`src/rtl/led_blink_driver_pkg.sv`:
```
// Shared board definitions for the LED blink driver and related status-LED blocks.
package led_blink_driver_pkg;

  // Board clock and the default 100 ms blink phase derived from it.
  localparam int unsigned BOARD_CLK_HZ       = 62_500_000;
  localparam int unsigned DEFAULT_ON_CYCLES  = BOARD_CLK_HZ / 10;
  localparam int unsigned DEFAULT_OFF_CYCLES = BOARD_CLK_HZ / 10;

  // Width of the blink-count fields (request, remaining, pending).
  localparam int unsigned BLINK_W = 4;

  typedef enum logic [1:0] {
    ST_IDLE = 2'd0,
    ST_ON   = 2'd1,
    ST_OFF  = 2'd2
  } blink_state_e;

  // A request for zero blinks still produces one visible blink.
  function automatic logic [BLINK_W-1:0] norm_blinks(input logic [BLINK_W-1:0] n);
    return (n == '0) ? BLINK_W'(1) : n;
  endfunction

endpackage

```
`src/rtl/led_blink_if.sv`:
```
// Request/status bundle between control logic (master) and the blink driver (slave).
interface led_blink_if;
  import led_blink_driver_pkg::*;

  logic               event_i;
  logic [BLINK_W-1:0] blinks_i;
  logic               led_o;
  logic               busy_o;
  logic               done_o;
  logic               dropped_o;

  modport master (
    output event_i, blinks_i,
    input  led_o, busy_o, done_o, dropped_o
  );

  modport slave (
    input  event_i, blinks_i,
    output led_o, busy_o, done_o, dropped_o
  );

endinterface

```
`src/rtl/led_phase_timer.sv`:
```
// Loadable down-counter that parks at zero; zero_c flags the final cycle of a phase.
module led_phase_timer #(
  parameter int unsigned CNT_W = 4
) (
  input  logic             sysclk,
  input  logic             reset_n,
  input  logic             load,
  input  logic [CNT_W-1:0] load_value,
  output logic             zero_c
);

  logic [CNT_W-1:0] count_q;

  // Load has priority; otherwise count down and hold at zero.
  always_ff @(posedge sysclk) begin
    if (!reset_n) begin
      count_q <= '0;
    end else if (load) begin
      count_q <= load_value;
    end else if (count_q != '0) begin
      count_q <= count_q - CNT_W'(1);
    end
  end

  assign zero_c = (count_q == '0);

endmodule

```
`src/rtl/led_blink_driver.sv`:
```
// Turns one-cycle blink requests into N on/off LED blinks with a one-deep request buffer.
module led_blink_driver
  import led_blink_driver_pkg::*;
#(
  parameter int unsigned ON_CYCLES  = DEFAULT_ON_CYCLES,
  parameter int unsigned OFF_CYCLES = DEFAULT_OFF_CYCLES,
  parameter int unsigned CNT_W      =
    $clog2(((ON_CYCLES > OFF_CYCLES) ? ON_CYCLES : OFF_CYCLES) + 1)
) (
  input  logic         sysclk,
  input  logic         reset_n,
  led_blink_if.slave   bus
);

  localparam logic [CNT_W-1:0] ON_LOAD  = CNT_W'(ON_CYCLES - 1);
  localparam logic [CNT_W-1:0] OFF_LOAD = CNT_W'(OFF_CYCLES - 1);

  blink_state_e       state_q, state_d;
  logic [BLINK_W-1:0] rem_q, rem_d;
  logic [BLINK_W-1:0] pend_cnt_q, pend_cnt_d;
  logic               pend_valid_q, pend_valid_d;
  logic [BLINK_W-1:0] norm_c;
  logic               load_c;
  logic [CNT_W-1:0]   load_value_c;
  logic               zero_c;
  logic               complete_c;
  logic               drop_c;
  logic               led_d;
  logic               busy_d;

  led_phase_timer #(
    .CNT_W (CNT_W)
  ) u_phase_timer (
    .sysclk     (sysclk),
    .reset_n    (reset_n),
    .load       (load_c),
    .load_value (load_value_c),
    .zero_c     (zero_c)
  );

  // State, counters, pending buffer and registered outputs; reset clears everything.
  always_ff @(posedge sysclk) begin
    if (!reset_n) begin
      state_q       <= ST_IDLE;
      rem_q         <= '0;
      pend_cnt_q    <= '0;
      pend_valid_q  <= 1'b0;
      bus.led_o     <= 1'b0;
      bus.busy_o    <= 1'b0;
      bus.done_o    <= 1'b0;
      bus.dropped_o <= 1'b0;
    end else begin
      state_q       <= state_d;
      rem_q         <= rem_d;
      pend_cnt_q    <= pend_cnt_d;
      pend_valid_q  <= pend_valid_d;
      bus.led_o     <= led_d;
      bus.busy_o    <= busy_d;
      bus.done_o    <= complete_c;
      bus.dropped_o <= drop_c;
    end
  end

  // Next-state: phase sequencing, sequence completion and request buffering.
  always_comb begin
    state_d      = state_q;
    rem_d        = rem_q;
    pend_cnt_d   = pend_cnt_q;
    pend_valid_d = pend_valid_q;
    load_c       = 1'b0;
    load_value_c = ON_LOAD;
    complete_c   = 1'b0;
    drop_c       = 1'b0;
    norm_c       = norm_blinks(bus.blinks_i);

    case (state_q)
      ST_IDLE: begin
        if (bus.event_i) begin
          state_d = ST_ON;
          load_c  = 1'b1;
          rem_d   = norm_c;
        end
      end
      ST_ON: begin
        if (zero_c) begin
          state_d      = ST_OFF;
          load_c       = 1'b1;
          load_value_c = OFF_LOAD;
          rem_d        = rem_q - BLINK_W'(1);
        end
      end
      ST_OFF: begin
        if (zero_c) begin
          if (rem_q != '0) begin
            state_d = ST_ON;
            load_c  = 1'b1;
          end else begin
            complete_c = 1'b1;
            if (pend_valid_q) begin
              state_d      = ST_ON;
              load_c       = 1'b1;
              rem_d        = pend_cnt_q;
              pend_valid_d = 1'b0;
            end else if (bus.event_i) begin
              // A request on the last OFF cycle passes through the empty buffer.
              state_d = ST_ON;
              load_c  = 1'b1;
              rem_d   = norm_c;
            end else begin
              state_d = ST_IDLE;
            end
          end
        end
      end
      default: begin
        state_d = ST_IDLE;
      end
    endcase

    if ((state_q != ST_IDLE) && bus.event_i) begin
      if (pend_valid_q) begin
        drop_c = 1'b1;
      end else if (!complete_c) begin
        pend_valid_d = 1'b1;
        pend_cnt_d   = norm_c;
      end
    end
  end

  // Output decode from the next state so the LED and busy flags are registered.
  always_comb begin
    led_d  = (state_d == ST_ON);
    busy_d = (state_d != ST_IDLE);
  end

endmodule

```
`src/flat_wrapper.sv`:
```
// flat-port wrapper written by rule: the top's interface ports become plain ports
module led_blink_driver_flat import led_blink_driver_pkg::*;
#(
  parameter int unsigned ON_CYCLES  = DEFAULT_ON_CYCLES,
  parameter int unsigned OFF_CYCLES = DEFAULT_OFF_CYCLES,
  parameter int unsigned CNT_W      =
    $clog2(((ON_CYCLES > OFF_CYCLES) ? ON_CYCLES : OFF_CYCLES) + 1)
)
  (sysclk, reset_n, bus_event_i, bus_blinks_i, bus_led_o, bus_busy_o, bus_done_o, bus_dropped_o);
  led_blink_if bus_i ();
  input  logic sysclk;
  input  logic reset_n;
  input wire logic [$bits(bus_i.event_i)-1:0] bus_event_i;
  input wire logic [$bits(bus_i.blinks_i)-1:0] bus_blinks_i;
  output wire logic [$bits(bus_i.led_o)-1:0] bus_led_o;
  output wire logic [$bits(bus_i.busy_o)-1:0] bus_busy_o;
  output wire logic [$bits(bus_i.done_o)-1:0] bus_done_o;
  output wire logic [$bits(bus_i.dropped_o)-1:0] bus_dropped_o;
  assign bus_i.event_i = bus_event_i;
  assign bus_i.blinks_i = bus_blinks_i;
  assign bus_led_o = bus_i.led_o;
  assign bus_busy_o = bus_i.busy_o;
  assign bus_done_o = bus_i.done_o;
  assign bus_dropped_o = bus_i.dropped_o;
  led_blink_driver #(.ON_CYCLES(ON_CYCLES), .OFF_CYCLES(OFF_CYCLES), .CNT_W(CNT_W)) u_core (.sysclk(sysclk), .reset_n(reset_n), .bus(bus_i));
endmodule
```
`config.mk`:
```
export PLATFORM = sky130hd
export DESIGN_NAME = led_blink_driver_flat
export DESIGN_NICKNAME = d
export VERILOG_FILES = /design/src/rtl/led_blink_driver_pkg.sv /design/src/rtl/led_blink_if.sv /design/src/rtl/led_phase_timer.sv /design/src/rtl/led_blink_driver.sv /design/src/flat_wrapper.sv
export SDC_FILE = /design/constraint.sdc
export NUM_CORES = 1
export LEC_CHECK = 0
export CORE_MARGIN = 2
export CORE_UTILIZATION = 60
export CTS_CLUSTER_SIZE = 12
export DETAILED_ROUTE_END_ITERATION = 6
export PLACE_DENSITY = 0.8
export SYNTH_ARGS = -nofsm -noshare
export SYNTH_HDL_FRONTEND = slang
export SYNTH_SLANG_ARGS = --single-unit
```
`constraint.sdc`:
```
create_clock -name sysclk -period 6.64 [get_ports sysclk]
set_input_delay 1.328 -clock sysclk [delete_from_list [all_inputs] [get_ports sysclk]]
set_output_delay 1.328 -clock sysclk [all_outputs]
set_load 0.01 [all_outputs]
```
==> run summary <==
Run status - finished, final reports clean
PD cells - 288 nW/um^2
Clock transition at path regs - 120 ps
Crit Path Category - in2reg
CP startpoint - reset_n
Internal power - 458 uW
GRT overflow - 0
Final antenna-violating net count - 0
Worst-Skew Late Latency - 350 ps
Clock share of power - 0.309
# H-tree levels - 2
Initial DRC count - 138
Synthesis-to-finish area growth - 10.5%
First-pass GRT wire length - 8000 um
Die ar. - 4020 sq um
RR Startpoint - u_core.u_phase_timer.count_q[0]$_SDFFE_PN0P_
Clock Skews - 7.04 ps
Final slew viol count - 0
Netlist cell types - 55
Top FF cell, synth - dfxtp_1
Crit start category - input pin
Area of the core - 3360 sq um
Sequential power share - 0.428
Net Sw Power - 216 uW
Post-layout minimum cycle time - 3020 ps
Fin Hold WS - 478 ps
PortBufs - 10
Period utilization - 0.455
Layout cell share with drive strength beyond 1 - 0.115
Largest net degree at the start of global routing - 21
Routing usage on met2 - 0.382
Ys Warns - 0
Leak - 0.000829 uW
GR Util All Layers - 0.250
Dpl ws - 3260 ps
Cell Area, Synth - 2110 sq um
CP arrival - 3310 ps
# DRC - 0
Setup_tns - 0 ps
Switching portion of total power - 0.320
Met1 usage - 0.347
Crit end category - register
First-pass DRT Iterations - 4
CTS tree - done
Comb pwr share - 0.263
Max capacitance violation total - 0
Post_cts resized - 0
# fillers - 303
# rows - 21
Asr flop ratio synth - 0
Final net count - 264
# hold bufs at CTS - 0
Synthesized Nets - 259
Die X - 63.4 um
Slew headroom - 0.517
Critical Path RT - 6930 ps
CTS Root Buffer Type - clkbuf_4
Clock Sinks - 38
Via density - 6.31
Synthesized flop and latch total - 38
R2R Path End - u_core.bus.led_o$_SDFF_PN0_
Synthesized instance count - 246
Die height - 63.4 um
Antenna violations before repair - 0
Final hold violation count - 0
Diodes inserted - 0
Most Used Layer, Global Route - met2
Hpwl dp - 3080 um
Worst slew pin tran - 724 ps
Hold Startpoint - u_core.u_phase_timer.count_q[22]$_SDFFE_PN0P_
Number of global-route vias before repair - 1751
IO Count - 11
Crit Path Max Fanout - 20
Grt met3 use - 0.0518
CTS Buf Count - 5
Final Power - 674 uW
Final setup fails - 0
Fin util - 0.695
Worst setup margin - 3620 ps
GP Congestion - 0.910
Syn Area/Cell - 8.60 sq um
RSZ-0062 raised after global routing - no
Initial Utilization - 0.629
Hold depth - 2
Seq/Total Area, Yosys - 0.360
Hold Path End - u_core.u_phase_timer.count_q[22]$_SDFFE_PN0P_
Wire length per cell - 15.4 um
Clock Path Buffers - 2
Postcts setup bufs - 0
Worst R2R Path Depth - 7
Fmax - 331 MHz
Vias post-DR - 1879
Max rail drop VDD - 0.000252 V
Total wire length - 4590 um
Number of synthesized flops with an enable pin - 0
Hold Path Class - reg2reg
FF-to-FF setup slack - 3660 ps
## through the flow
step,std cells,area [sq um]
final,298,2340
after global routing,298,2340
after CTS,298,2340
after detailed placement,290,2220
after global placement,290,2220
after floorplan,246,2110
## cells in the mapped netlist, types with 2 or more instances
master	n	area, sq um
dfxtp_1	38	761
a21oi_1	22	110
o21ai_0	20	100
inv_1	14	52.6
nand2_1	14	52.6
nand3_1	14	70.1
nor2_1	10	37.5
clkbuf_1	9	33.8
or4_1	9	67.6
nor3_1	7	35.0
ha_1	6	75.1
nand2b_1	5	31.3
o211ai_1	5	37.5
o31ai_1	5	37.5
xnor2_1	5	43.8
a211oi_1	4	30.0
a31oi_1	4	25.0
mux2_2	3	33.8
nor4_1	3	18.8
or2_2	3	18.8
xor2_1	3	26.3
a311oi_1	2	17.5
and2_1	2	12.5
buf_2	2	10.0
mux2i_1	2	20.0
nor3b_1	2	15.0
nor4_4	2	42.5
o22ai_1	2	12.5
o311ai_0	2	17.5
or4_4	2	22.5
## worst max-delay path: stages
cell             delay, ps
clkdlybuf4s50_1        850
inv_1                  450
or4_1                  600
nand3_1                 90
## layer usage
metal	up-vias	wire, um
met5	-	0
met1	900	2270
met2	37	2100
met3	4	186
met4	0	32
li1	938	-
## power by group through the flow
stage          clock network [uW]  registers (uW)  logic [uW]
2_1_floorplan                   0             283         144
3_3_place_gp                    0             291         172
3_5_place_dp                    0             292         175
4_1_cts                       212             287         177
5_1_grt                       220             293         201
6_report                      208             288         177
## worst max-delay path by stage
stage | endpoint | slack (ps) | depth (start not counted)
global route | u_core.u_phase_timer.count_q[7]$_SDFFE_PP0P_ | 3450 | 7
CTS | u_core.u_phase_timer.count_q[19]$_SDFFE_PN0P_ | 3610 | 4
floorplan | u_core.u_phase_timer.count_q[7]$_SDFFE_PP0P_ | 4120 | 5
finish | u_core.u_phase_timer.count_q[19]$_SDFFE_PN0P_ | 3620 | 4
global placement | u_core.u_phase_timer.count_q[10]$_SDFFE_PN0P_ | 3280 | 4
detailed placement | u_core.u_phase_timer.count_q[10]$_SDFFE_PN0P_ | 3260 | 4
## cells in the final DEF (no fill, tap or decap), types with 6 or more instances in the layout
cell type,n
nor3_1,7
clkdlybuf4s50_1,10
nor2_1,10
nand3_1,14
ha_1,6
o21ai_0,20
nand2_1,14
or4_1,9
dfxtp_1,38
inv_1,14
a21oi_1,22
## registers in the layout, summed over array words and instances, names as in the netlist
signal / flops
u_core.u_phase_timer.count_q: 23
u_core.pend_valid_q: 1
u_core.rem_q: 4
u_core.bus.led_o: 1
u_core.bus.dropped_o: 1
u_core.pend_cnt_q: 4
u_core.state_q: 2
u_core.bus.busy_o: 1
u_core.bus.done_o: 1
## layout make-up
class,count,area [sq um],share of cell area
Inverter,14,52.6,0.0225
Clock inverter,2,60.1,0.0257
Tap cell,46,57.6,0.0246
Sequential cell,38,761,0.326
Timing Repair Buffer,10,100,0.0428
Clock buffer,6,51.3,0.0220
Multi-Input combinational cell,182,1250,0.537
## kinds of logic after synthesis
| family | count (synthesis) | share of synthesized area |
|---|---|---|
| AO/OA/AOI/OAI | 81 | 0.257 |
| XOR/XNOR | 8 | 0.0331 |
| adder cells (fa/ha/maj) | 6 | 0.0355 |
| buffers and inverters | 26 | 0.0473 |
| flip-flops | 38 | 0.360 |
| multiplexers | 5 | 0.0254 |
| AND/OR/NAND/NOR | 82 | 0.241 |
No activity file was read; power rests on OpenSTA's default activity.
==> RTL edit: new RTL, same flow settings <==
The 3 states of `blink_state_e` get a one-hot encoding in 3 bits.
--- a/src/rtl/led_blink_driver_pkg.sv
+++ b/src/rtl/led_blink_driver_pkg.sv
@@ -9,10 +9,10 @@
   // Width of the blink-count fields (request, remaining, pending).
   localparam int unsigned BLINK_W = 4;
 
-  typedef enum logic [1:0] {
-    ST_IDLE = 2'd0,
-    ST_ON   = 2'd1,
-    ST_OFF  = 2'd2
+  typedef enum logic [2:0] {
+    ST_IDLE = 3'b001,
+    ST_ON   = 3'b010,
+    ST_OFF  = 3'b100
   } blink_state_e;
 
   // A request for zero blinks still produces one visible blink.
Check against the original RTL: no difference found for any inputs over 10 cycles, from zero or initial values and one cycle with reset_n low; not proved beyond that.
==> RTL edit against the original RTL <==
Final cell count down 0.34%. Setup slack better by 0.16 ns. Synthesized cell count down 0.41%. Sequential power down 1%. Power down 12%. Global-route usage down 1.6 points. Wire length down 7.4%. Non-clock buffer count up 1. Sequential cell count up 1. Final area down 2.0%. Area after synthesis down 1.1%. Die area down 0.99%. Clock power down 20%. Critical endpoint is now u_core.u_phase_timer.count_q[4].
==> RTL edit: results (changes against the original RTL) <==
| Metric | Value |
|---|---|
| Status | finished clean |
| Synth Net Count | 254 (-1.9%) |
| Clock Buffer Count | 5 (-1) |
| CP max-delay cell | clkdlybuf4s50_1 |
| Data buffer area share | 4.699% (+0.41 points) |
| Routing usage on met1 | 28.98% (-5.7 points) |
| Met3 Use GR | 5.357% (+0.18 points) |
| Slew headroom | 41.87% (-9.8 points) |
| Gr usage total | 23.40% (-1.6 points) |
| Root Driver | clkbuf_4 |
| Most frequent cells after synthesis | dfxtp_1, a21oi_1, nand2_1, nor3_1 |
| First-pass GRT wire length | 7.403 mm (-7.4%) |
| Comb_multi_in | 186 (+2.2%) |
| Post-synthesis sequential area ratio | 37.32% (+1.3 points) |
| R2R Path Start | u_core.u_phase_timer.count_q[13] |
| Synth Area in XOR/XNOR | 5.443% (+2.1 points) |
| Met2 usage | 38.70% (+0.54 points) |
| Dominant cells by area after synthesis | dfxtp_1, a21oi_1, mux2i_1, nand2_1, xnor2_1 |
| First-pass DRT Iterations | 5 (+1) |
| Multi-input logic area | 0.001232 sq mm (-1.7%) |
| Clock network area share | 3.716% (-1.1 points) |
| Static Leak | 0.0008635 uW (+4.1%) |
| Yosys top cell area share | 37.32% (+1.3 points) |
| Worst vdd ir | 0.0001501 V (-41%) |
| Yosys cell types | 50 (-9.1%) |
| Drt wl/cell | 14.32 um (-7.1%) |
| Final Wtd Congestion | 0.8839 (-2.9%) |
| Largest net degree at the start of global routing | 30 (+43%) |
| Worst path arrival time | 3.14 ns (-0.17 ns) |
| Initial antenna violation count | 0 (unchanged) |
| WL met2 | 2.104 mm (about the same) |
| Synth Area in Adders | 1.196% (-2.4 points) |
| Clk Latency, worst-skew pair | 0.36 ns |
| Filler cell count | 285 (-5.9%) |
| Layer with the highest usage | met2 |
| Post-place setup slack | 3.412 ns (+0.1472 ns) |
| Fin nets | 259 (-1.9%) |
| Post-DP HPWL | 2.970 mm (-3.5%) |
| Synth Flop Type | dfxtp_1 |
| Fin Clk Skew | 0.01000 ns (+0.002962 ns) |
| Share of cells above drive strength 1 | 7.968% (-3.5 points) |
| CTS sink count | 39 (+2.6%) |
| I/O Buffers | 10 (unchanged) |
| Post-synthesis compound-gate area fraction | 17.64% (-8.1 points) |
| Reg area | 780.7 sq um (+2.6%) |
| Multiplexer share of the synthesized area | 4.844% (+2.3 points) |
| Number of global-route vias before repair | 1662 (-5.1%) |
| Register clock-pin slew on the reported worst setup and hold paths | 0.13 ns |
| Inverters | 7 (-7) |
| Wl on met1 | 1.872 mm (-17%) |
| CP max stage delay | 1.04 ns (+0.19 ns) |
| Vias after detailed routing | 1824 (-2.9%) |
| Min-delay src | u_core.pend_cnt_q[3] |
| CTS max path bufs | 2 (unchanged) |
| Crit-path max FO | 29 (+45%) |
| WL met3 | 210 um (+13%) |
| Initial detailed-routing violation count | 112 (-19%) |
| Bufs w/o clock | 11 (+1) |
## RTL edit: cells by family after synthesis
family | Yosys count
simple gates | 101
compound gates | 60
mux | 10
buf+inv | 20
fa+ha+maj | 2
flops | 39
xor+xnor | 13
## RTL edit: path summary, 6_finish.rpt
path	to	slack [ns]	cells past startpoint
worst min register to register	u_core.pend_cnt_q[3]	0.48	2
worst max register to register	u_core.u_phase_timer.count_q[5]	4.21	6
worst min-delay path	u_core.pend_cnt_q[3]	0.48	2
worst max-delay path	u_core.u_phase_timer.count_q[4]	3.79	3
## RTL edit: stage by stage
step / instance area [sq um] / cells / power [uW]
after floorplan: 2092 / 245 / 395.2
after global placement: 2205 / 289 / 423.6
after detailed placement: 2205 / 289 / 426.6
after CTS: 2290 / 297 / 593.2
after global routing: 2290 / 297 / 625.7
final: 2290 / 297 / 591.1
## RTL edit: power by group
part	total, uW	internal [uW]	switching [uW]
combinational	139	61.5	77.7
sequential	284	256	28.4
clock	167	81.1	86.3
total	591	399	192
